### src/rtl/ps2_pkg.sv
// ps2_pkg: shared PS/2 definitions for the host transmitter and the keyboard
// receiver.
//   tx_state_e     - host-to-device transmitter FSM states
//   CMD_* / RSP_*  - common keyboard command and response bytes
//   FRAME_W        - width of the host frame shift register (data+parity+stop)
//   CNT_W          - width of the saturating timeout / inhibit counter
//   odd_parity()   - PS/2 odd-parity bit for a data byte
package ps2_pkg;

  typedef enum logic [3:0] {
    IDLE,
    INHIBIT,
    START,
    DATA,
    PARITY,
    STOP,
    ACK,
    WAIT_IDLE,
    ERROR
  } tx_state_e;

  localparam logic [7:0] CMD_SET_LEDS = 8'hED;
  localparam logic [7:0] CMD_ENABLE   = 8'hF4;
  localparam logic [7:0] CMD_RESET    = 8'hFF;
  localparam logic [7:0] RSP_ACK      = 8'hFA;

  localparam int FRAME_W   = 10;
  localparam int CNT_W     = 20;
  localparam int BIT_CNT_W = 4;

  // Odd parity: the parity bit makes the total count of ones in
  // data+parity odd.
  function automatic logic odd_parity(input logic [7:0] data);
    return ~^data;
  endfunction

endpackage

### src/rtl/ps2_line_sync.sv
// ps2_line_sync: synchroniser and falling-edge detector for one PS/2 line.
// The raw pin is passed through SYNC_STAGES flops; fall_o is a one-cycle
// strobe on a synchronised 1->0 transition. Flops reset to 1 (idle bus).
//   clk_i    in   system clock
//   rst_ni   in   asynchronous reset, active low
//   line_i   in   raw pin level (asynchronous)
//   level_o  out  synchronised line level
//   fall_o   out  one-cycle strobe on a synchronised falling edge
// SYNC_STAGES must be at least 2.
module ps2_line_sync #(
  parameter int SYNC_STAGES = 2
) (
  input  logic clk_i,
  input  logic rst_ni,
  input  logic line_i,
  output logic level_o,
  output logic fall_o
);

  logic [SYNC_STAGES-1:0] sync_q;
  logic                   prev_q;

  always_ff @(posedge clk_i or negedge rst_ni) begin
    if (!rst_ni) begin
      sync_q <= '1;
      prev_q <= 1'b1;
    end else begin
      sync_q <= {sync_q[SYNC_STAGES-2:0], line_i};
      prev_q <= sync_q[SYNC_STAGES-1];
    end
  end

  assign level_o = sync_q[SYNC_STAGES-1];
  assign fall_o  = prev_q & ~sync_q[SYNC_STAGES-1];

endmodule

### src/rtl/ps2_host_tx.sv
// ps2_host_tx: host-to-device PS/2 transmitter. Sends one command byte to
// the keyboard using the open-drain host-request sequence (inhibit clock,
// pull data low, release clock, shift bits on device falling edges) and
// then checks the device ACK bit.
//   CLOCK_50    in   system clock (50 MHz)
//   reset       in   asynchronous reset, active low
//   tx_valid    in   request to send tx_data
//   tx_data     in   command byte
//   tx_ready    out  high only in IDLE; accept on tx_valid && tx_ready
//   tx_done     out  one-cycle pulse: frame sent and ACK seen low
//   tx_error    out  one-cycle pulse: timeout or missing ACK
//   busy        out  high in every state except IDLE
//   rx_inhibit  out  equals busy; keyboard receiver ignores the bus
//   ps2_clk_in  in   raw PS2_CLK level
//   ps2_dat_in  in   raw PS2_DAT level
//   ps2_clk_oe  out  1 = pull CLK low, 0 = release
//   ps2_dat_oe  out  1 = pull DAT low, 0 = release
//
// Handshake: a byte is taken on the rising CLOCK_50 edge where tx_valid and
// tx_ready are both high; tx_valid outside IDLE is ignored, not queued.
// Exactly one of tx_done / tx_error pulses per accepted byte (unless reset
// intervenes), in the last busy cycle; tx_ready rises on the next cycle.
module ps2_host_tx
  import ps2_pkg::*;
#(
  parameter int INHIBIT_CYCLES = 6000,
  parameter int START_TIMEOUT  = 750000,
  parameter int BIT_TIMEOUT    = 10000,
  parameter int SYNC_STAGES    = 2
) (
  input  logic       CLOCK_50,
  input  logic       reset,
  input  logic       tx_valid,
  input  logic [7:0] tx_data,
  output logic       tx_ready,
  output logic       tx_done,
  output logic       tx_error,
  output logic       busy,
  output logic       rx_inhibit,
  input  logic       ps2_clk_in,
  input  logic       ps2_dat_in,
  output logic       ps2_clk_oe,
  output logic       ps2_dat_oe
);

  localparam logic [CNT_W-1:0] INH_LIM   = CNT_W'(INHIBIT_CYCLES);
  localparam logic [CNT_W-1:0] START_LIM = CNT_W'(START_TIMEOUT);
  localparam logic [CNT_W-1:0] BIT_LIM   = CNT_W'(BIT_TIMEOUT);
  localparam logic [CNT_W-1:0] CNT_MAX   = {CNT_W{1'b1}};

  // --------------------------------------------------------------------
  // Line synchronisers
  // --------------------------------------------------------------------
  logic clk_lvl;
  logic clk_fall;
  logic dat_lvl;
  logic dat_fall_unused;

  ps2_line_sync #(.SYNC_STAGES(SYNC_STAGES)) u_clk_sync (
    .clk_i   (CLOCK_50),
    .rst_ni  (reset),
    .line_i  (ps2_clk_in),
    .level_o (clk_lvl),
    .fall_o  (clk_fall)
  );

  ps2_line_sync #(.SYNC_STAGES(SYNC_STAGES)) u_dat_sync (
    .clk_i   (CLOCK_50),
    .rst_ni  (reset),
    .line_i  (ps2_dat_in),
    .level_o (dat_lvl),
    .fall_o  (dat_fall_unused)
  );

  // --------------------------------------------------------------------
  // State
  // --------------------------------------------------------------------
  tx_state_e              state_q, state_d;
  logic [FRAME_W-1:0]     shift_q, shift_d;
  logic [BIT_CNT_W-1:0]   bit_cnt_q, bit_cnt_d;
  logic [CNT_W-1:0]       cnt_q, cnt_d;
  logic [CNT_W-1:0]       cnt_inc;

  // Saturating increment: a stuck bus must never wrap the counter back
  // below a timeout limit.
  assign cnt_inc = (cnt_q == CNT_MAX) ? cnt_q : cnt_q + 1'b1;

  always_ff @(posedge CLOCK_50 or negedge reset) begin
    if (!reset) begin
      state_q   <= IDLE;
      shift_q   <= '0;
      bit_cnt_q <= '0;
      cnt_q     <= '0;
    end else begin
      state_q   <= state_d;
      shift_q   <= shift_d;
      bit_cnt_q <= bit_cnt_d;
      cnt_q     <= cnt_d;
    end
  end

  // --------------------------------------------------------------------
  // Next state and outputs
  // --------------------------------------------------------------------
  // cnt_q holds the number of cycles elapsed since the current reference
  // point (entry to INHIBIT/START, or the last device fall). On a fall it
  // loads 1 because the strobe cycle itself is the first elapsed cycle,
  // so a timeout lands exactly BIT_TIMEOUT cycles after the strobe.
  always_comb begin
    state_d    = state_q;
    shift_d    = shift_q;
    bit_cnt_d  = bit_cnt_q;
    cnt_d      = cnt_inc;
    ps2_clk_oe = 1'b0;
    ps2_dat_oe = 1'b0;
    tx_done    = 1'b0;
    tx_error   = 1'b0;

    unique case (state_q)
      IDLE: begin
        cnt_d = '0;
        if (tx_valid) begin
          shift_d   = {1'b1, odd_parity(tx_data), tx_data};
          bit_cnt_d = '0;
          state_d   = INHIBIT;
        end
      end

      INHIBIT: begin
        // Falls produced by our own clock pull-down are ignored here.
        ps2_clk_oe = 1'b1;
        if (cnt_q >= INH_LIM) begin
          // One overlap cycle: DAT goes low before CLK is released.
          ps2_dat_oe = 1'b1;
          cnt_d      = '0;
          state_d    = START;
        end
      end

      START: begin
        ps2_dat_oe = 1'b1;
        if (clk_fall) begin
          // Bit 0 is already at shift_q[0]; DATA drives it from now on.
          bit_cnt_d = '0;
          cnt_d     = CNT_W'(1);
          state_d   = DATA;
        end else if (cnt_inc >= START_LIM) begin
          state_d = ERROR;
        end
      end

      DATA: begin
        ps2_dat_oe = ~shift_q[0];
        if (clk_fall) begin
          shift_d = {1'b1, shift_q[FRAME_W-1:1]};
          cnt_d   = CNT_W'(1);
          if (bit_cnt_q == BIT_CNT_W'(7)) begin
            state_d = PARITY;
          end else begin
            bit_cnt_d = bit_cnt_q + 1'b1;
          end
        end else if (cnt_inc >= BIT_LIM) begin
          state_d = ERROR;
        end
      end

      PARITY: begin
        ps2_dat_oe = ~shift_q[0];
        if (clk_fall) begin
          shift_d = {1'b1, shift_q[FRAME_W-1:1]};
          cnt_d   = CNT_W'(1);
          state_d = STOP;
        end else if (cnt_inc >= BIT_LIM) begin
          state_d = ERROR;
        end
      end

      STOP: begin
        // Stop bit (1) is now at shift_q[0], so DAT is released. This state
        // lasts one cycle; the next device fall carries the ACK.
        ps2_dat_oe = ~shift_q[0];
        if (cnt_inc >= BIT_LIM) begin
          state_d = ERROR;
        end else begin
          state_d = ACK;
        end
      end

      ACK: begin
        if (clk_fall) begin
          cnt_d   = CNT_W'(1);
          state_d = dat_lvl ? ERROR : WAIT_IDLE;
        end else if (cnt_inc >= BIT_LIM) begin
          state_d = ERROR;
        end
      end

      WAIT_IDLE: begin
        if (clk_lvl && dat_lvl) begin
          tx_done = 1'b1;
          state_d = IDLE;
        end else if (cnt_inc >= BIT_LIM) begin
          state_d = ERROR;
        end
      end

      ERROR: begin
        tx_error = 1'b1;
        state_d  = IDLE;
      end

      default: begin
        state_d = IDLE;
      end
    endcase
  end

  assign tx_ready   = (state_q == IDLE);
  assign busy       = (state_q != IDLE);
  assign rx_inhibit = busy;

endmodule

### config.mk
export PLATFORM = sky130hd
export DESIGN_NAME = ps2_host_tx
export DESIGN_NICKNAME = d
export VERILOG_FILES = /design/src/rtl/ps2_pkg.sv /design/src/rtl/ps2_line_sync.sv /design/src/rtl/ps2_host_tx.sv
export SDC_FILE = /design/constraint.sdc
export NUM_CORES = 1
export LEC_CHECK = 0
export BUFFER_PORTS_ARGS = -buffer_cell sky130_fd_sc_hd__buf_2
export CAP_MARGIN = 40
export CELL_PAD_IN_SITES_DETAIL_PLACEMENT = 1
export CELL_PAD_IN_SITES_GLOBAL_PLACEMENT = 1
export CORE_UTILIZATION = 42
export DETAILED_ROUTE_END_ITERATION = 12
export PLACE_DENSITY = 0.77
export SYNTH_ARGS = -nofsm -noshare
export SYNTH_HDL_FRONTEND = slang
export SYNTH_SLANG_ARGS = --single-unit
### constraint.sdc
create_clock -name CLOCK_50 -period 2.9 [get_ports CLOCK_50]
set_clock_uncertainty 0.1 [all_clocks]
set_input_delay 0.58 -clock CLOCK_50 [delete_from_list [all_inputs] [get_ports CLOCK_50]]
set_output_delay 0.58 -clock CLOCK_50 [all_outputs]
set_load 0.02 [all_outputs]
==> out/summary.txt <==
DR iter-0 viols: 103
Xor/xnor share of the synthesized area: 4.50%
Compound-cell area share of the yosys netlist: 18.9%
Max FO, Critical Path: 6
Slew HR: 57.0%
FMAX: 0.348 GHz
Adder-cell area share of the yosys netlist: 1.28%
Placement Setup Slack: 0.0638 ns
Crit start category: flip-flop
CP Cell Sequence: buf_4 > nand4_1 > buf_4 > or3_4 > mux2_2 > o22ai_1 > a211oi_2 > o2111ai_2 > a21oi_2 > a221o_1
Most common cell after layout, fill and taps aside: nor2_1
Reg power frac: 56.2%
DRC violations left: 0
Largest net degree at the start of global routing: 23
Final core utilization: 52.2%
Port bufs: 19
WP data required: 2.99 ns
Leak: 0.00150 uW
Wirelength per Cell: 18.5 microns
CP top delay family: compound AO/OA/AOI/OAI gates
Number of hold buffers added after CTS: 0
Initial Utilization: 43.2%
Grt ovf: 0
Syn nets: 362
Peak VDD IR: 208 uV
DP Wirelength: 6.17 mm
Synthesis-to-finish area growth: 20.6%
Core ar.: 6760 sq um
Logic pwr share: 5.4%
Number of global-route vias before repair: 2,825
Cells after Synth: 346
Nets@finish: 403
Hold Crit Class: primary input to async pin
Post-synth EDFFs: 0
Most frequent cells in the layout: 40 x nor2_1, 36 x dfrtp_1, 35 x nand2_1
Crit end category: flip-flop
Sw Share: 25.7%
Clk pwr share: 38.3%
Cell Pwr Density: 307 nW/um^2
Synth Area per Inst: 8.44 sq um
Initial antenna violation count: 0
Die area: 7290 sq um
All-Layer GR Usage: 24.0%
Critical Path Max Stage Delay: 0.41 ns
CTS clock-pin slew for the worst setup and hold paths: 0.10 ns
Via count: 2,805
Drt pass-1 iters: 4
CTS Buf Count: 5
Psw: 277 uW
Slowest CP cell: dfrtp_1
Antenna cell count: 0
Post-synthesis sequential area ratio: 37.0%
Pint: 804 uW
Post-synthesis mux area share: 4.58%
Syn Std Cell Area: 2920 sq um
Maximum clock path buffer count: 2
Unrepaired setup endpoints after global routing: true
Critical path class: flip-flop to flip-flop
Clock Tree Root: clkbuf_8
Tot Pwr: 1080 uW
Yosys warning total: 0
Most used DFF post-synth: dfrtp_1
Final worst path period share: 99.1%
Largest family of logic cells by synthesized area: simple AND/OR/NAND/NOR gates
Post-synth ARST share: 100%
Setup slack after layout: 0.0274 ns
Drt total wl: 8.66 mm
TritonCTS clock tree: done
Outcome: completed
FP Rows: 30
Slew Viols, Final: 0
Die height: 85.4 microns
Final Setup Violations: 0
Buf/Inv on CP: 2
Max H-tree Level: 2
Global-route wire length before repair: 14.0 mm
DR vias/cell: 5.99
Clock Latency Late Sink: 0.31 ns
Simple-Gate Fraction of Synth Area: 28.4%
Placed Area: 3280 sq um
Minimum hold slack: 0.153 ns
Post-route ant nets: 0
Sink Count: 43
Post-synthesis sequential element count: 43
Ports: 20
Share of cells above drive strength 1: 26.8%
Yosys cell types: 71
Worst EP arrival: 2.97 ns
Actual slew at the worst max-slew pin: 0.629 ns
Final Critical Period: 2.87 ns
Fin area: 3520 sq um
GP Congestion: 0.865
Die X: 85.4 microns
Max Cap Violations: 0
Final Hold Fails: 0
Worst path most repeated cell: buf_4
path summary, 6_finish.rpt:
path,slack [ns],to,from,depth (start not counted)
worst max-delay path,0.03,state_q[1],cnt_q[1],10
worst min-delay path,0.15,cnt_q[18],reset,1
worst max register to register,0.03,state_q[1],cnt_q[1],10
worst min register to register,0.26,u_dat_sync.sync_q[1],u_dat_sync.sync_q[0],0
max in group asynchronous,1.84,u_clk_sync.sync_q[0],reset,3
min in group CLOCK_50,0.26,u_dat_sync.sync_q[1],u_dat_sync.sync_q[0],0
state kept, by name, summed over array words and instances, names as in the netlist:
name and cells:
state_q 4, u_clk_sync.prev_q 1, cnt_q 20, u_dat_sync.sync_q 2, u_clk_sync.sync_q 2, shift_q 10
bit_cnt_q 4
worst reg2reg max path, delay by kind of cell (launching register included):
family	cells	cell delay [ns]
and+or+nand+nor	2	0.51
muxes	1	0.29
buffers and inverters	2	0.39
DFF	1	0.41
AOI/OAI and AO/OA	5	1.05
cell families (layout without fill, tap and decap cells):
family,count (synthesis),after routing
AO/OA/AOI/OAI,84,84
flip-flops,43,43
XOR/XNOR,15,15
multiplexers,13,13
adder cells (fa/ha/maj),3,3
AND/OR/NAND/NOR,158,158
buffers and inverters,30,72
synthesized netlist by cell type, drive strengths merged, types with 2 or more instances:
library cell / n / share of area (%)
a22o: 3 / 0.90
inv: 10 / 1.3
and3: 9 / 1.9
o21ai: 22 / 3.8
or3: 10 / 2.4
xnor2: 12 / 3.6
nor4: 3 / 1.2
ha: 3 / 1.3
a2111oi: 2 / 0.60
mux2: 3 / 1.2
nor2b: 4 / 0.86
dfrtp: 38 / 33
and4: 4 / 1.2
a21o: 2 / 0.56
dfstp: 5 / 4.5
nand3: 15 / 2.7
a221o: 2 / 0.69
or4: 2 / 0.64
mux2i: 10 / 3.4
o22ai: 4 / 0.86
clkbuf: 9 / 1.2
nand2b: 6 / 1.3
nand4: 9 / 2.1
a31oi: 5 / 1.1
buf: 11 / 2.8
nor2: 41 / 5.3
o31ai: 3 / 0.94
and2: 4 / 0.90
a21oi: 21 / 3.6
nor3: 11 / 2.1
nand2: 36 / 4.7
xor2: 3 / 0.90
a211oi: 4 / 1.0
power groups by stage:
stage	Sequential [uW]	Clock (uW)	Combinational, uW
2_1_floorplan	619	0	26.7
3_3_place_gp	619	0	53.3
3_5_place_dp	619	0	59.9
4_1_cts	608	426	60.2
5_1_grt	608	443	66.5
6_report	608	415	58.7
routing by layer:
metal	part of all wire [%]	track usage [%]	vias to the layer above	wire length [microns]
li1	-	-	1331	-
met1	45	32.5	1390	3930
met2	48	39.5	65	4190
met3	3.5	3.60	19	304
met4	2.7	7.88	0	231
met5	0	0	-	0
final cells by class:
type,instances,area (sq um)
fill,803,3230
multi-input combinational,273,1810
sequential,43,1080
timing repair buffer,54,395
tap,80,100
clock buffer,5,68.8
inverter,10,37.5
clock inverter,3,25.0
metrics by stage:
stage / cells / setup TNS, ns
3_5_place_dp: 457 / 0
3_3_place_gp: 456 / 0
6_report: 468 / 0
5_1_grt: 468 / -0.289
2_1_floorplan: 346 / 0
4_1_cts: 465 / 0
repair_timing:
item / 4_1_cts / 5_1_grt
gates resized for setup: 1 / 29
pin swaps: 0 / 10
setup buffers: 0 / 3
endpoints found under the hold margin: 0 / 0
setup endpoints to repair: 1 / 5
Power figures use the tool's default switching activity.
